==> src/rtl/reset_seq_pkg.sv <==
// Shared types and helpers for the reset sequencer.
package reset_seq_pkg;

  typedef enum logic [1:0] {
    ST_ASSERT  = 2'd0,
    ST_WAIT    = 2'd1,
    ST_RELEASE = 2'd2,
    ST_RUN     = 2'd3
  } state_e;

  function automatic int max3(input int a, input int b, input int c);
    int m;
    m = (a > b) ? a : b;
    return (m > c) ? m : c;
  endfunction

endpackage

==> src/rtl/lock_qualifier.sv <==
// Two-flop lock synchroniser followed by a saturating high-level filter.
module lock_qualifier #(
  parameter int LOCK_FILTER = 4
) (
  input  logic clk_i,
  input  logic rst_ni,
  input  logic lock_i,
  output logic lock_ok_o
);

  localparam int FW = $clog2(LOCK_FILTER + 1);

  logic [1:0]    sync_q;
  logic          lock_s;
  logic [FW-1:0] fcnt;

  assign lock_s = sync_q[1];

  // Bring the asynchronous lock into the clock domain.
  always_ff @(posedge clk_i or negedge rst_ni) begin
    if (!rst_ni) begin
      sync_q <= '0;
    end else begin
      sync_q <= {sync_q[0], lock_i};
    end
  end

  // Count consecutive high cycles; lock is qualified on the edge the count saturates,
  // and any low cycle drops it immediately.
  always_ff @(posedge clk_i or negedge rst_ni) begin
    if (!rst_ni) begin
      fcnt      <= '0;
      lock_ok_o <= 1'b0;
    end else if (!lock_s) begin
      fcnt      <= '0;
      lock_ok_o <= 1'b0;
    end else if (fcnt != FW'(LOCK_FILTER)) begin
      fcnt      <= fcnt + 1'b1;
      lock_ok_o <= (fcnt == FW'(LOCK_FILTER - 1));
    end
  end

endmodule

==> src/rtl/reset_sequencer.sv <==
// Reset release controller: qualify PLL lock, stretch, then release channels in index order.
module reset_sequencer
  import reset_seq_pkg::*;
#(
  parameter int NUM_CH         = 2,
  parameter int STRETCH_CYCLES = 16,
  parameter int STEP_CYCLES    = 8,
  parameter int LOCK_FILTER    = 4
) (
  input  logic              clk_i,
  input  logic              rst_ni,
  input  logic              lock_i,
  input  logic              sw_rst_i,
  output logic [NUM_CH-1:0] rst_no,
  output logic              ready_o,
  output logic [1:0]        state_o
);

  localparam int CNT_W = $clog2(max3(STRETCH_CYCLES, STEP_CYCLES, LOCK_FILTER) + 1);
  localparam int IDX_W = $clog2(NUM_CH) + 1;

  state_e             state_q, state_d;
  logic [CNT_W-1:0]   cnt_q, cnt_d;
  logic [IDX_W-1:0]   idx_q, idx_d;
  logic [NUM_CH-1:0]  rst_d;
  logic               ready_d;
  logic               lock_ok;
  logic               abort;

  lock_qualifier #(
    .LOCK_FILTER(LOCK_FILTER)
  ) u_lock (
    .clk_i    (clk_i),
    .rst_ni   (rst_ni),
    .lock_i   (lock_i),
    .lock_ok_o(lock_ok)
  );

  assign abort   = !lock_ok || sw_rst_i;
  assign state_o = state_q;

  // State, counters and registered outputs.
  always_ff @(posedge clk_i or negedge rst_ni) begin
    if (!rst_ni) begin
      state_q <= ST_ASSERT;
      cnt_q   <= '0;
      idx_q   <= '0;
      rst_no  <= '0;
      ready_o <= 1'b0;
    end else begin
      state_q <= state_d;
      cnt_q   <= cnt_d;
      idx_q   <= idx_d;
      rst_no  <= rst_d;
      ready_o <= ready_d;
    end
  end

  // Next-state and next-output logic; abort is checked first so it overrides a due release.
  always_comb begin
    state_d = state_q;
    cnt_d   = cnt_q;
    idx_d   = idx_q;
    rst_d   = rst_no;
    ready_d = ready_o;

    if (state_q != ST_ASSERT && abort) begin
      state_d = ST_ASSERT;
      cnt_d   = '0;
      idx_d   = '0;
      rst_d   = '0;
      ready_d = 1'b0;
    end else begin
      unique case (state_q)
        ST_ASSERT: begin
          cnt_d   = '0;
          idx_d   = '0;
          rst_d   = '0;
          ready_d = 1'b0;
          if (lock_ok && !sw_rst_i) state_d = ST_WAIT;
        end

        ST_WAIT: begin
          if (cnt_q == CNT_W'(STRETCH_CYCLES - 1)) begin
            rst_d[0] = 1'b1;
            cnt_d    = '0;
            idx_d    = IDX_W'(1);
            if (NUM_CH == 1) begin
              state_d = ST_RUN;
              ready_d = 1'b1;
            end else begin
              state_d = ST_RELEASE;
            end
          end else begin
            cnt_d = cnt_q + 1'b1;
          end
        end

        ST_RELEASE: begin
          if (cnt_q == CNT_W'(STEP_CYCLES - 1)) begin
            for (int unsigned i = 0; i < NUM_CH; i++) begin
              if (idx_q == IDX_W'(i)) rst_d[i] = 1'b1;
            end
            cnt_d = '0;
            idx_d = idx_q + 1'b1;
            if (idx_q == IDX_W'(NUM_CH - 1)) begin
              state_d = ST_RUN;
              ready_d = 1'b1;
            end
          end else begin
            cnt_d = cnt_q + 1'b1;
          end
        end

        ST_RUN: begin
          cnt_d = '0;
        end
      endcase
    end
  end

endmodule

==> config.mk <==
export PLATFORM = sky130hd
export DESIGN_NAME = reset_sequencer
export DESIGN_NICKNAME = d
export VERILOG_FILES = /design/src/rtl/reset_seq_pkg.sv /design/src/rtl/lock_qualifier.sv /design/src/rtl/reset_sequencer.sv
export SDC_FILE = /design/constraint.sdc
export NUM_CORES = 1
export LEC_CHECK = 0
export CAP_MARGIN = 10
export CORE_UTILIZATION = 40
export DETAILED_ROUTE_END_ITERATION = 10
export GPL_ROUTABILITY_DRIVEN = 0
export GPL_TIMING_DRIVEN = 0
export PLACE_DENSITY = 0.63
export SETUP_SLACK_MARGIN = 0.15
export SLEW_MARGIN = 0
export SYNTH_ARGS = -nofsm -noshare
export SYNTH_HDL_FRONTEND = slang
export SYNTH_SLANG_ARGS = --single-unit
==> constraint.sdc <==
create_clock -name clk_i -period 2.3 [get_ports clk_i]
set_clock_uncertainty 0.1 [all_clocks]
set_input_delay 0.23 -clock clk_i [delete_from_list [all_inputs] [get_ports clk_i]]
set_output_delay 0.23 -clock clk_i [all_outputs]
set_load 0.005 [all_outputs]
* After elaboration in Yosys (flattened, before gate mapping)
Cells that the tools add are included.
Cells by class: $add $sub $neg 3, equality and inequality tests 14, mux-type cells 28, reductions and logical operators 15
Operators by type and width (count):
- $mux W2 | 10
- $ne A3 B3 Y1 const B | 6
- $mux W5 | 3
- $pmux W5 S3 | 1
- $pmux W2 S3 | 2
- $mux W1 | 7
- $mux W3 | 2
- $reduce_and A3 Y1 | 2
- $add A5 B1 Y5 const B | 1
- $eq A5 B3 Y1 const B | 1
- $eq A5 B4 Y1 const B | 1
- $reduce_and A5 Y1 | 1
- $eq A2 B1 Y1 const B | 2
- $eq A2 B2 Y1 const B | 2
- $logic_not A2 Y1 | 2
- $pmux W1 S2 | 2
- $reduce_and A4 Y1 | 1
- $reduce_bool A4 Y1 | 1
- $add A3 B1 Y3 const B | 1
- $eq A3 B2 Y1 const B | 1
- $pmux W1 S3 | 1
- $reduce_bool A3 Y1 | 1
- $add A2 B1 Y2 const B | 1
- $logic_and A1 B1 Y1 | 2
- other kinds (5) | 6
Word-level totals: output and inout bits 5, register bits 18

* Longest topological paths before layout
depth after elaboration 5, mapped depth 8

* Cells and area by module
From an unflattened synthesis, not the netlist that was laid out.
Second synthesis, totals: cell total of the unflattened synthesis 97, area total of the unflattened synthesis 1022.2 um2
Modules (own cells, without submodules):
- reset_sequencer | cells each 73, times used 1, seq. area each 275.3 um2, area each 744.5 um2
- lock_qualifier | cells each 24, times used 1, seq. area each 150.1 um2, area each 277.8 um2

* Worst setup path after synthesis
No wires, ideal clock.
path kind reg2reg, start point register state_q[0] (netlist: state_o[0]), end point register rst_no[0], path slack 0.349 ns, data required time 2.072 ns, buffers on the path 0, arrival 1.723 ns, cell stages (with the launch flop) 6, clock period less this slack 1.951 ns, path through dfrtp_1 -> inv_1 -> ha_1 -> or4b_4 -> o211ai_2 -> mux2_1
Between the ends: longest elaborated chain between the ends 4, elaborated cells on any way between the ends 12, those cells by class eq/ne (5); mux (2); reduce/logical (5)
RTL lines:
- start, declared | line reset_sequencer.sv:22 | state_e state_q, state_d;
- start signal, assigned | line reset_sequencer.sv:51 | state_q <= state_d;
- $reduce_bool A2 Y1 | line reset_sequencer.sv:67 | if (state_q != ST_ASSERT && abort) begin
- $logic_and A1 B1 Y1 | line reset_sequencer.sv:67
- $ne A3 B3 Y1 (no line) / $reduce_bool A4 Y1 (equally long branches)
- $reduce_and A4 Y1 (no line)
- end signal, assigned | line reset_sequencer.sv:54 | rst_no <= rst_d;
- end, declared | line reset_sequencer.sv:14 | output logic [NUM_CH-1:0] rst_no,
Parallel ways exist; a longest one is shown, timed or not. A chain may end at the register's enable or synchronous reset.

* Final worst setup path
Ends and elaborated chain as after synthesis.

==> impl_metrics.yaml <==
run_status:
  status: "complete, no violations"
clocking:
  cts-buffers-inserted: 3
  clk_latency_ns: 0.29
  clk_pin_slew_ns: 0.10
  cts_hold_buf: 0
  htreeDepth: 1
  cts_buffer_depth: 2
  post_cts.repair.setup_buffers: 0
  cts.sinks: 17
  root_buffer: "clkbuf_4"
  tritoncts: "built"
route:
  drtIter0Drc: 9
  vias: 698
  postRouteAntennaNets: 0
  vias_per_cell: 5.170
  drc: 0
  dr.pass1.iters: 4
  avgRoutedWirePerCell_um: 12.76
  drt-total-wl_mm: 1.722
synthesis:
  netlist_instances: 95
  synth_cell_types: 32
  synthesis.area_um2: 1016
  synth.most_common_cell: "dfrtp_1"
  ys_ff_latch: 17
  synth_fp_nets: 110
  synth_ff_type: "dfrtp_1"
  avgSynthCellArea_um2: 10.69
  ys_async_sr_fraction_pct: 100.0
  netlist.area_leader.share_pct: 41.87
  seq_area_frac_synth_pct: 41.87
  synth_commonest_cells: "17 x dfrtp_1, 11 x ha_1, 10 x inv_1"
  synth_edf_count: 0
  yosysWarnings: 0
  yosys.area.top_type: "dfrtp_1"
  synth_area_leaders: "dfrtp_1 42%, ha_1 14%, inv_1 3.7%"
floorplan:
  die_h_um: 52.40
  io-pin-count: 9
  die_w_um: 52.40
  row_count: 17
  dieArea_um2: 2745
  core-area_um2: 2297
  initial_utilization_pct: 44.23
timing:
  fmax_mhz: 485.6
  rsz0062_at_grt: "false"
  setup_tns_ns: 0
  setup_ws_ns: 0.2408
  worst_pin_slew_ns: 0.7326
  setup_viol: 0
  relSlewSlack_pct: 51.01
  period_minus_slack_ns: 2.059
  finalMaxSlewViolations: 0
  post-route-period-util_pct: 89.53
  hold_ws_ns: 0.2585
  finalHoldViolCount: 0
worst_setup_path:
  start_kind: "flip-flop"
  slowest_stage: "or4b_4"
  critPathKind: "flip-flop to flip-flop"
  slowest_delay_ns: 0.59
  critPathMaxFanout: 6
  r2r_slack_ns: 0.24
  crit_required_ns: 2.38
  crit_chain: "inv_1, ha_1, or4b_4, o211ai_2, mux2_1"
  cp.arrival_ns: 2.14
  cp-end-kind: "flip-flop"
layout:
  fin_util_pct: 50.82
  finalNetCount: 123
  drive_gt1_share_pct: 16.82
  fin_area_um2: 1167
  area_delta_synth_final_pct: 14.90
  fin_cells: 135
  n_antenna_cell: 0
global_route:
  grt_pass1_vias: 668
  grt_max_degree: 18
  grt.total_usage_pct: 15.08
  grt_overflow: 0
  grt_pass1_wl_mm: 2.911
  antenna_found_initial: 0
power_and_ir_drop:
  p_per_area_nw_per_um2: 972.8
  irDropWorstVdd_v: 0.0004856
  p_leak_nw: 0.5206
  finalPower_mw: 1.136
flow_run:
  cap_violations: 0
place:
  dp.final_hpwl_mm: 1.256
  placed_area_um2: 1131
  io_buffers: 8
  dp.cells: 131
  dpl_worst_slack_ns: 0.1756
hold_path:
  hold_class: "input port to async pin"
[final cells by class]
type / instances / area (um2)
flip-flops and latches: 17 / 425.4
fillers: 200 / 1130
plain buffers: 2 / 18.77
well taps: 28 / 35.03
repair buffers: 8 / 80.08
multi-input cells: 66 / 543.0
inverters: 10 / 37.54
clock inverters: 1 / 5.005
clock buffers: 3 / 22.52
[flip-flops by register name, summed over array words and instances, names as in the netlist]
register,count
cnt_q,5
u_lock.lock_ok_o,1
u_lock.sync_q,2
state_o,2
rst_no,1
idx_q,2
ready_o,1
u_lock.fcnt,3
[layer usage]
| metal | part of all wire [%] | vias to the layer above | wire length [um] | track usage [%] |
|---|---|---|---|---|
| met4 | 4.2 | 0 | 73 | 12.72 |
| met3 | 2.8 | 9 | 48 | 2.609 |
| li1 | - | 354 | - | - |
| met2 | 43 | 13 | 738 | 20.89 |
| met5 | 0 | - | 0 | 0 |
| met1 | 50 | 322 | 862 | 20.04 |
[worst max-delay path, delay by kind of cell (launching register included)]
family / cells / cell delay [ns]
flops: 1 / 0.41
compound gates: 1 / 0.10
simple gates: 1 / 0.59
buf+inv: 1 / 0.11
fa+ha+maj: 1 / 0.28
mux: 1 / 0.35
[power by group]
group          total (mW)  internal [mW]  leakage (nW)  switching, mW
Combinational       0.552          0.275         0.278          0.277
Sequential          0.422          0.367         0.225         0.0551
Clock               0.162         0.0648        0.0177         0.0973
Total                1.14          0.706         0.521          0.429
[cell usage in the layout (no fill, tap or decap), types with 5 or more instances in the layout]
| cell type | Yosys | final |
|---|---|---|
| inv_1 | 10 | 10 |
| nand3_1 | 5 | 5 |
| clkdlybuf4s50_1 | 0 | 8 |
| nor2_1 | 7 | 7 |
| ha_1 | 11 | 10 |
| dfrtp_1 | 17 | 17 |
[cell families after synthesis]
group           Yosys count  synth area share [%]
buf+inv                  12                 5.542
compound gates           17                 13.05
mux                       4                 5.049
simple gates             31                 18.35
flops                    17                 41.87
xor+xnor                  3                 2.587
fa+ha+maj                11                 13.55
[path summary, 6_finish.rpt]
| kind | start | end | depth (start not counted) |
|---|---|---|---|
| worst max-delay path | state_o[0] | rst_no[0] | 5 |
| min in group clk_i | lock_i | u_lock.sync_q[0] | 1 |
| worst max register to register | state_o[0] | rst_no[0] | 5 |
| max in group asynchronous | rst_ni | u_lock.fcnt[0] | 1 |
| worst min-delay path | rst_ni | idx_q[1] | 1 |
| worst min register to register | u_lock.sync_q[0] | u_lock.sync_q[1] | 0 |
[what timing repair did]
item / 4_1_cts / 5_1_grt
gates resized for setup: 0 / 3
endpoints found under the hold margin: 0 / 0
setup endpoints to repair: 0 / 2
Note: power is estimated with default switching activity, not from simulation.
